--- config.mk ---
export PLATFORM = sky130hd
export DESIGN_NAME = bcd_display_ctrl
export DESIGN_NICKNAME = d
export VERILOG_FILES = /design/src/rtl/bcd_display_ctrl.sv
export SDC_FILE = /design/constraint.sdc
export NUM_CORES = 1
export LEC_CHECK = 0
export ABC_AREA = 0
export CORE_UTILIZATION = 45
export DETAILED_ROUTE_END_ITERATION = 7
export PLACE_DENSITY = 0.68
export SLEW_MARGIN = 20
export SYNTH_ARGS = -nofsm -noshare
export SYNTH_HDL_FRONTEND = slang
export SYNTH_SLANG_ARGS = --single-unit
--- constraint.sdc ---
create_clock -name clock -period 3.3 [get_ports clock]
set_input_delay 0.33 -clock clock [delete_from_list [all_inputs] [get_ports clock]]
set_output_delay 0.33 -clock clock [all_outputs]
set_load 0.01 [all_outputs]
--- src/rtl/bcd_display_ctrl.sv ---
`default_nettype none
// +----------------------------------------------------------------------------+
// | Module  : bcd_display_ctrl                                                 |
// | Purpose : sequential binary-to-BCD (double dabble) controller that commits |
// |           eight BCD digits and a blank mask atomically for a 7-seg decoder |
// | Option  : BCD_LZ_BLANK_EN enables leading-zero suppression on commit       |
// | Rev     : 1.0                                                              |
// +----------------------------------------------------------------------------+

module bcd_display_ctrl #(
   parameter int WIDTH = 26
) (
   input  logic             clock,
   input  logic             reset,
   input  logic             start,
   input  logic [WIDTH-1:0] value,
   output logic             busy,
   output logic             done,
   output logic [3:0]       BCD7,
   output logic [3:0]       BCD6,
   output logic [3:0]       BCD5,
   output logic [3:0]       BCD4,
   output logic [3:0]       BCD3,
   output logic [3:0]       BCD2,
   output logic [3:0]       BCD1,
   output logic [3:0]       BCD0,
   output logic [7:0]       blank
);

   localparam int CW = $clog2(WIDTH + 1);

   typedef enum logic [1:0] {
      S_IDLE    = 2'd0,
      S_CONVERT = 2'd1,
      S_COMMIT  = 2'd2
   } state_t;

   state_t           r_state;
   state_t           w_next;
   logic [WIDTH-1:0] r_shift;
   logic [31:0]      r_acc;
   logic [31:0]      w_adj;
   logic [CW-1:0]    r_cnt;
   logic [31:0]      r_digits;
   logic [7:0]       r_blank;
   logic [7:0]       w_blank;
   logic             r_done;

   // add-3 correction on every nibble that would overflow past 9 when doubled
   generate
      for (genvar i = 0; i < 8; i++) begin : g_adj
         assign w_adj[4*i +: 4] = (r_acc[4*i +: 4] >= 4'd5) ? (r_acc[4*i +: 4] + 4'd3)
                                                             : r_acc[4*i +: 4];
      end
   endgenerate

`ifdef BCD_LZ_BLANK_EN
   logic [7:1] w_zero;

   generate
      for (genvar i = 1; i < 8; i++) begin : g_zero
         assign w_zero[i] = (r_acc[4*i +: 4] == 4'd0);
      end
      // a digit is dark only if it and every digit above it are zero
      for (genvar i = 1; i < 7; i++) begin : g_lz_chain
         assign w_blank[i] = w_blank[i+1] & w_zero[i];
      end
   endgenerate

   assign w_blank[7] = w_zero[7];
   assign w_blank[0] = 1'b0;
`else
   assign w_blank = 8'h00;
`endif

   always_ff @(posedge clock or posedge reset) begin
      if (reset) begin
         r_state <= S_IDLE;
      end else begin
         r_state <= w_next;
      end
   end

   always_comb begin
      w_next = r_state;
      case (r_state)
         S_IDLE:    if (start) w_next = S_CONVERT;
         S_CONVERT: if (r_cnt == CW'(1)) w_next = S_COMMIT;
         S_COMMIT:  w_next = S_IDLE;
         default:   w_next = S_IDLE;
      endcase
   end

   always_ff @(posedge clock or posedge reset) begin
      if (reset) begin
         r_shift  <= '0;
         r_acc    <= '0;
         r_cnt    <= '0;
         r_digits <= '0;
         r_blank  <= 8'hFF;
         r_done   <= 1'b0;
      end else begin
         r_done <= 1'b0;
         case (r_state)
            S_IDLE: begin
               if (start) begin
                  r_shift <= value;
                  r_acc   <= '0;
                  r_cnt   <= CW'(WIDTH);
               end
            end
            S_CONVERT: begin
               {r_acc, r_shift} <= {w_adj, r_shift} << 1;
               r_cnt            <= r_cnt - CW'(1);
            end
            S_COMMIT: begin
               r_digits <= r_acc;
               r_blank  <= w_blank;
               r_done   <= 1'b1;
            end
            default: ;
         endcase
      end
   end

   assign busy  = (r_state != S_IDLE);
   assign done  = r_done;
   assign blank = r_blank;
   assign BCD7  = r_digits[31:28];
   assign BCD6  = r_digits[27:24];
   assign BCD5  = r_digits[23:20];
   assign BCD4  = r_digits[19:16];
   assign BCD3  = r_digits[15:12];
   assign BCD2  = r_digits[11:8];
   assign BCD1  = r_digits[7:4];
   assign BCD0  = r_digits[3:0];

endmodule

`default_nettype wire

# Word-level counts from Yosys, hierarchy flattened
# Index checks and enable logic that the tools add are counted.
[totals]
reg_bits = 106
input_bits = 29
output_inout_bits = 42
[op_classes]
n_addsub = 9
n_lt_le_gt_ge = 8
n_eq_ne = 5
mux = 18
reduce_logical = 5
[op_table]
columns = ["operator", "n"]
rows = [
  ["$pmux 32 s2", 1],
  ["$pmux 26 s2", 1],
  ["$ge 4x3->1 const B", 8],
  ["$mux 32", 1],
  ["$add 4x2->4 const B", 7],
  ["$mux 4", 7],
  ["$mux 26", 1],
  ["$pmux 5 s2", 1],
  ["$eq 5x1->1 const B", 1],
  ["$mux 5", 1],
  ["$sub 5x1->5 const B", 1],
  ["$mux 2", 2],
  ["$ne 2x2->1 const B", 2],
  ["$pmux 2 s2", 1],
  ["$reduce_and 2->1", 2],
  ["$reduce_bool 2->1", 2],
  ["$add 3x2->3 const B", 1],
  ["$mux 3", 1],
  ["$eq 2x1->1 const B", 1],
  ["$eq 2x2->1 const B", 1],
  ["$logic_not 2->1", 1],
  ["$mux 1", 1],
]

# Logic depth before layout (Yosys ltp)
[depth]
ltp_word = 3
ltp_mapped = 7
depth_no_buf = 6

# Least setup slack after synthesis
# No wires, ideal clock.
[synth_timing]
path_type = "reg-to-reg"
start = "register r_acc[12]"
end = "register r_acc[14]"
setup_time_ps = 121
t_arrival_ps = 1281
required_time_ps = 3179
setup_slack_ps = 1898
stages_incl_launch_ff = 7
n_path_buf = 0
period_less_slack_ps = 1402
path_cell_list = "dfrtp_1 inv_1 ha_1 nand2b_1 a21oi_1 mux2i_1 a22o_1"
[synth_between]
elab_chain_len = 3
[synth_rtl]
columns = ["element", "line_no", "rtl"]
rows = [
  ["from (decl)", "41", "logic [31:0] r_acc;"],
  ["from (signal assigned)", "113", "{r_acc, r_shift} <= {w_adj, r_shift} << 1;"],
  ["$add 4x2->4 / $ge 4x3->1 (equally long branches)", "52", "assign w_adj[4*i +: 4] = (r_acc[4*i +: 4] >= 4'd5) ? (r_acc[4*i +: 4] + 4'd3)"],
  ["$mux 4 *", "52", ""],
  ["$pmux 32 s2 *", "104", "case (r_state)"],
]
# Every way passes the cells marked *; elsewhere a longest branch is shown, timed or not.
# A chain may end at the register's enable or synchronous reset.

# Final worst setup path
[layout_timing]
start = "register r_state[0]"
end = "output port busy"
[layout_between]
elab_chain_len = 1
[layout_rtl]
columns = ["element", "line_no", "rtl"]
rows = [
  ["from (decl)", "38", "state_t r_state;"],
  ["from (signal assigned)", "80", "r_state <= w_next;"],
  ["$reduce_bool 2->1", "126", "assign busy = (r_state != S_IDLE);"],
  ["to (decl)", "17", "output logic busy,"],
]
# Every way passes these cells.

==> out/results.txt <==
The run finished with clean final reports. The number of ports placed on the die boundary was 71; the vias after detailed routing was 3,417. Including well taps, the total number of placed cells is 618.

The library cells used most frequently in the layout, excluding fill and tap cells, are dfrtp_1, clkdlybuf4s50_1, a21oi_1. The setup TNS was 0 ns. The tools report the startpoint of the most critical setup path as r_state[0]. Final hold slack: 0.483 ns. In this run the core area contains 37 standard-cell rows. STA classifies the critical path startpoint as a register.

Area added between synthesis and finish: 19.4%. The type of the worst setup path was register to output port. With fillers left out, the area of the finished cells amounts to 5710 µm².

The clock drives 99 sinks. Setup repair after global routing left no endpoint under its margin. The count of flip-flops with a built-in enable after synthesis was 0; the wire length after detailed routing was 9410 µm.

For the worst setup path, the data arrival time is 2.01 ns. The share of post-route cells with drive strength above 1 is 0.0622, and the number of diodes added for antenna fixing is 0. The DRC violation count after routing came out at 0. Setup violations remaining at the end of the flow were counted as 0.

The logs give 2020 µm² for the multi-input combinational cell area and 428 MHz for the maximum operating frequency. Counting distinct cell types in the post-synthesis netlist gives 36. The tools report the reg-to-reg endpoint as r_digits[3]. The die outline area was 11,000 µm². The startpoint identified for the worst register-to-register timing path is r_state[0]. The worst-case IR drop observed on VDD is 0.254 mV. A synthesized cell averages 10.9 µm².

The run gives 486 as the net count after synthesis. In this run, CTS created clock tree buffers numbering 9. The count of input and output buffers is 70.

The flip-flop and latch count after synthesis was 99; the H-tree depth was 3. The starting utilization of the core area came out at 0.463. The floorplan die width is 105 µm. The placed instances occupy a cell area of 5520 µm².

From bottom edge to top edge, the die measures 105 µm. The run gives 0.393 as the worst-case headroom to the max-slew limit. Excluding fillers, the count of instances in the completed layout stands at 634. The number of standard cells after synthesis is 439.

After detailed routing, the average wire length per cell comes to 14.8 µm. Most used flip-flop cell after synthesis: dfrtp_1. Number of warning messages in the yosys log: 0. The end point of the critical path was busy. Summed over all nets, the half-perimeter wirelength after detailed placement is 6280 µm. The count of routing violations after the opening detailed-route iteration is 162.

In the routed layout, each cell is associated on average with a via count of 5.39. In this run the power density over the cells is 796 nW/µm². The via count of the first global-routing pass was 3,360; the placer congestion estimate was 0.758. For the pin with the worst max-slew slack, the measured transition is 0.910 ns. In the final layout, flip-flops and latches occupy 2480 µm². For this run the aggregate overflow at the end of global routing stands at 0. The tools report the number of antenna violations at the first check in global routing as 0. The run gives 0 as the number of setup buffers added after CTS. The tools report the number of max-cap violations as 0.

The smallest clock period supported by the final layout is computed as 2.34 ns. In this run the static leakage power is 2.52 nW. The min-delay analysis places its worst path in the category register to register. STA classifies the critical path endpoint as an output port. The count of nets left with antenna violations once routing finished came out at 0. The number of instances on the worst hold path is 2.

The cell sitting at the root of the clock tree is a clkbuf_8. The clock arrives with 0.00848 ns of skew. The core region is 10,300 µm². In this run the worst path has a maximum fanout of 24.

The portion of the clock cycle consumed by the worst path in the final layout was 0.709; the final count of pins violating max slew was 0. The logs give 898 for the filler cell count and 2 for the deepest clock path buffer count. TritonCTS built the clock tree.

The number of cells on the worst reg-to-reg path is 2. The first global-routing pass estimated 16,200 µm of wire. The run gives 0 as the cts-stage hold buffer count. The tools report the worst-case register-to-register setup slack as 1.30 ns. Overall power consumption after layout is estimated at 4.55 mW. Number of nets in the layout: 540. The sequential cell area fraction in the yosys report came out at 0.518. The number of iterations in the first detailed-routing pass came out at 5.

The async set-reset flop share out of synthesis was 1.00. Summing every instance area after synthesis gives 4780 µm². The final number of hold-violating endpoints came out at 0. CTS clock-pin slew for the worst setup and hold paths: 0.09 ns. The overall global routing resource usage was 0.182. Leaving out fill and tap cells, the most frequent cell in the layout is dfrtp_1. The required time reported for the critical path endpoint was 2.97 ns; the number of instances resized during post-cts repair was 0. Entering global routing, the biggest net connects 76 pins. The clock reaches the later pin of the worst-skew pair after 0.35 ns.
-- sequential cells by signal, indices dropped and copies added (netlist names) --
name      cells
done          1
r_cnt         5
r_shift      26
r_acc        32
r_digits     32
r_state       2
blank         1
-- cells in the mapped netlist, types with 12 or more instances --
| library cell | instances | share of area |
|---|---|---|
| dfrtp_1 | 98 | 0.51 |
| a21oi_1 | 35 | 0.037 |
| o21ai_1 | 31 | 0.032 |
| nor2b_1 | 26 | 0.034 |
| a22oi_1 | 25 | 0.039 |
| o21ai_0 | 23 | 0.024 |
| nand2_1 | 21 | 0.016 |
| inv_1 | 20 | 0.016 |
| ha_1 | 18 | 0.047 |
| mux2_1 | 16 | 0.038 |
| buf_2 | 15 | 0.016 |
| buf_4 | 12 | 0.019 |
-- how the worst min path moves through the flow --
stage,from,endpoint
2_1_floorplan,r_shift[24],r_shift[24]
3_3_place_gp,r_digits[24],r_digits[24]
3_5_place_dp,r_digits[16],r_digits[16]
4_1_cts,r_digits[16],r_digits[16]
5_1_grt,r_digits[17],r_digits[17]
6_report,r_digits[16],r_digits[16]
-- metal layers --
layer	vias up	global-route usage	wire, µm
met3	10	0.0262	204
li1	1665	-	-
met1	1693	0.245	4490
met2	49	0.301	4600
met5	-	0	0
met4	0	0.0604	127
-- power breakdown --
| group | switching [mW] | leakage (nW) | internal [mW] |
|---|---|---|---|
| Sequential | 0.360 | 1.29 | 1.63 |
| Combinational | 0.884 | 1.13 | 0.904 |
| Clock | 0.402 | 0.0926 | 0.371 |
| Total | 1.65 | 2.52 | 2.90 |
-- layout make-up --
class,instances,share of cell area
Clock inverter,4,0.00876
Timing Repair Buffer,80,0.136
Inverter,20,0.0136
Clock buffer,12,0.0254
Multi-Input combinational cell,283,0.353
Tap cell,136,0.0298
Sequential cell,99,0.434
-- through the flow --
step | setup WS (ns) | utilization
after CTS | 0.950 | 0.553
after floorplan | 0.381 | -
after global routing | 0.838 | 0.553
final | 0.961 | 0.553
after detailed placement | 1.26 | 0.534
after global placement | 1.31 | 0.534
-- critical path, cell delays in order (launching register included) --
cell	delay, ns
dfrtp_1	0.90
or2_2	0.23
clkdlybuf4s50_1	0.52
-- cells by family (layout without fill, tap and decap cells) --
group                      after synthesis  after routing  synth area share
muxes                                   24             24            0.0544
buffers and inverters                   57            116            0.0612
DFF                                     99             99             0.518
AOI/OAI and AO/OA                      157            157             0.208
adders and majority gates               18             18            0.0471
xor gates and xnor gates                15             15            0.0275
and+or+nand+nor                         69             69            0.0842
Power figures use the tool's default switching activity.
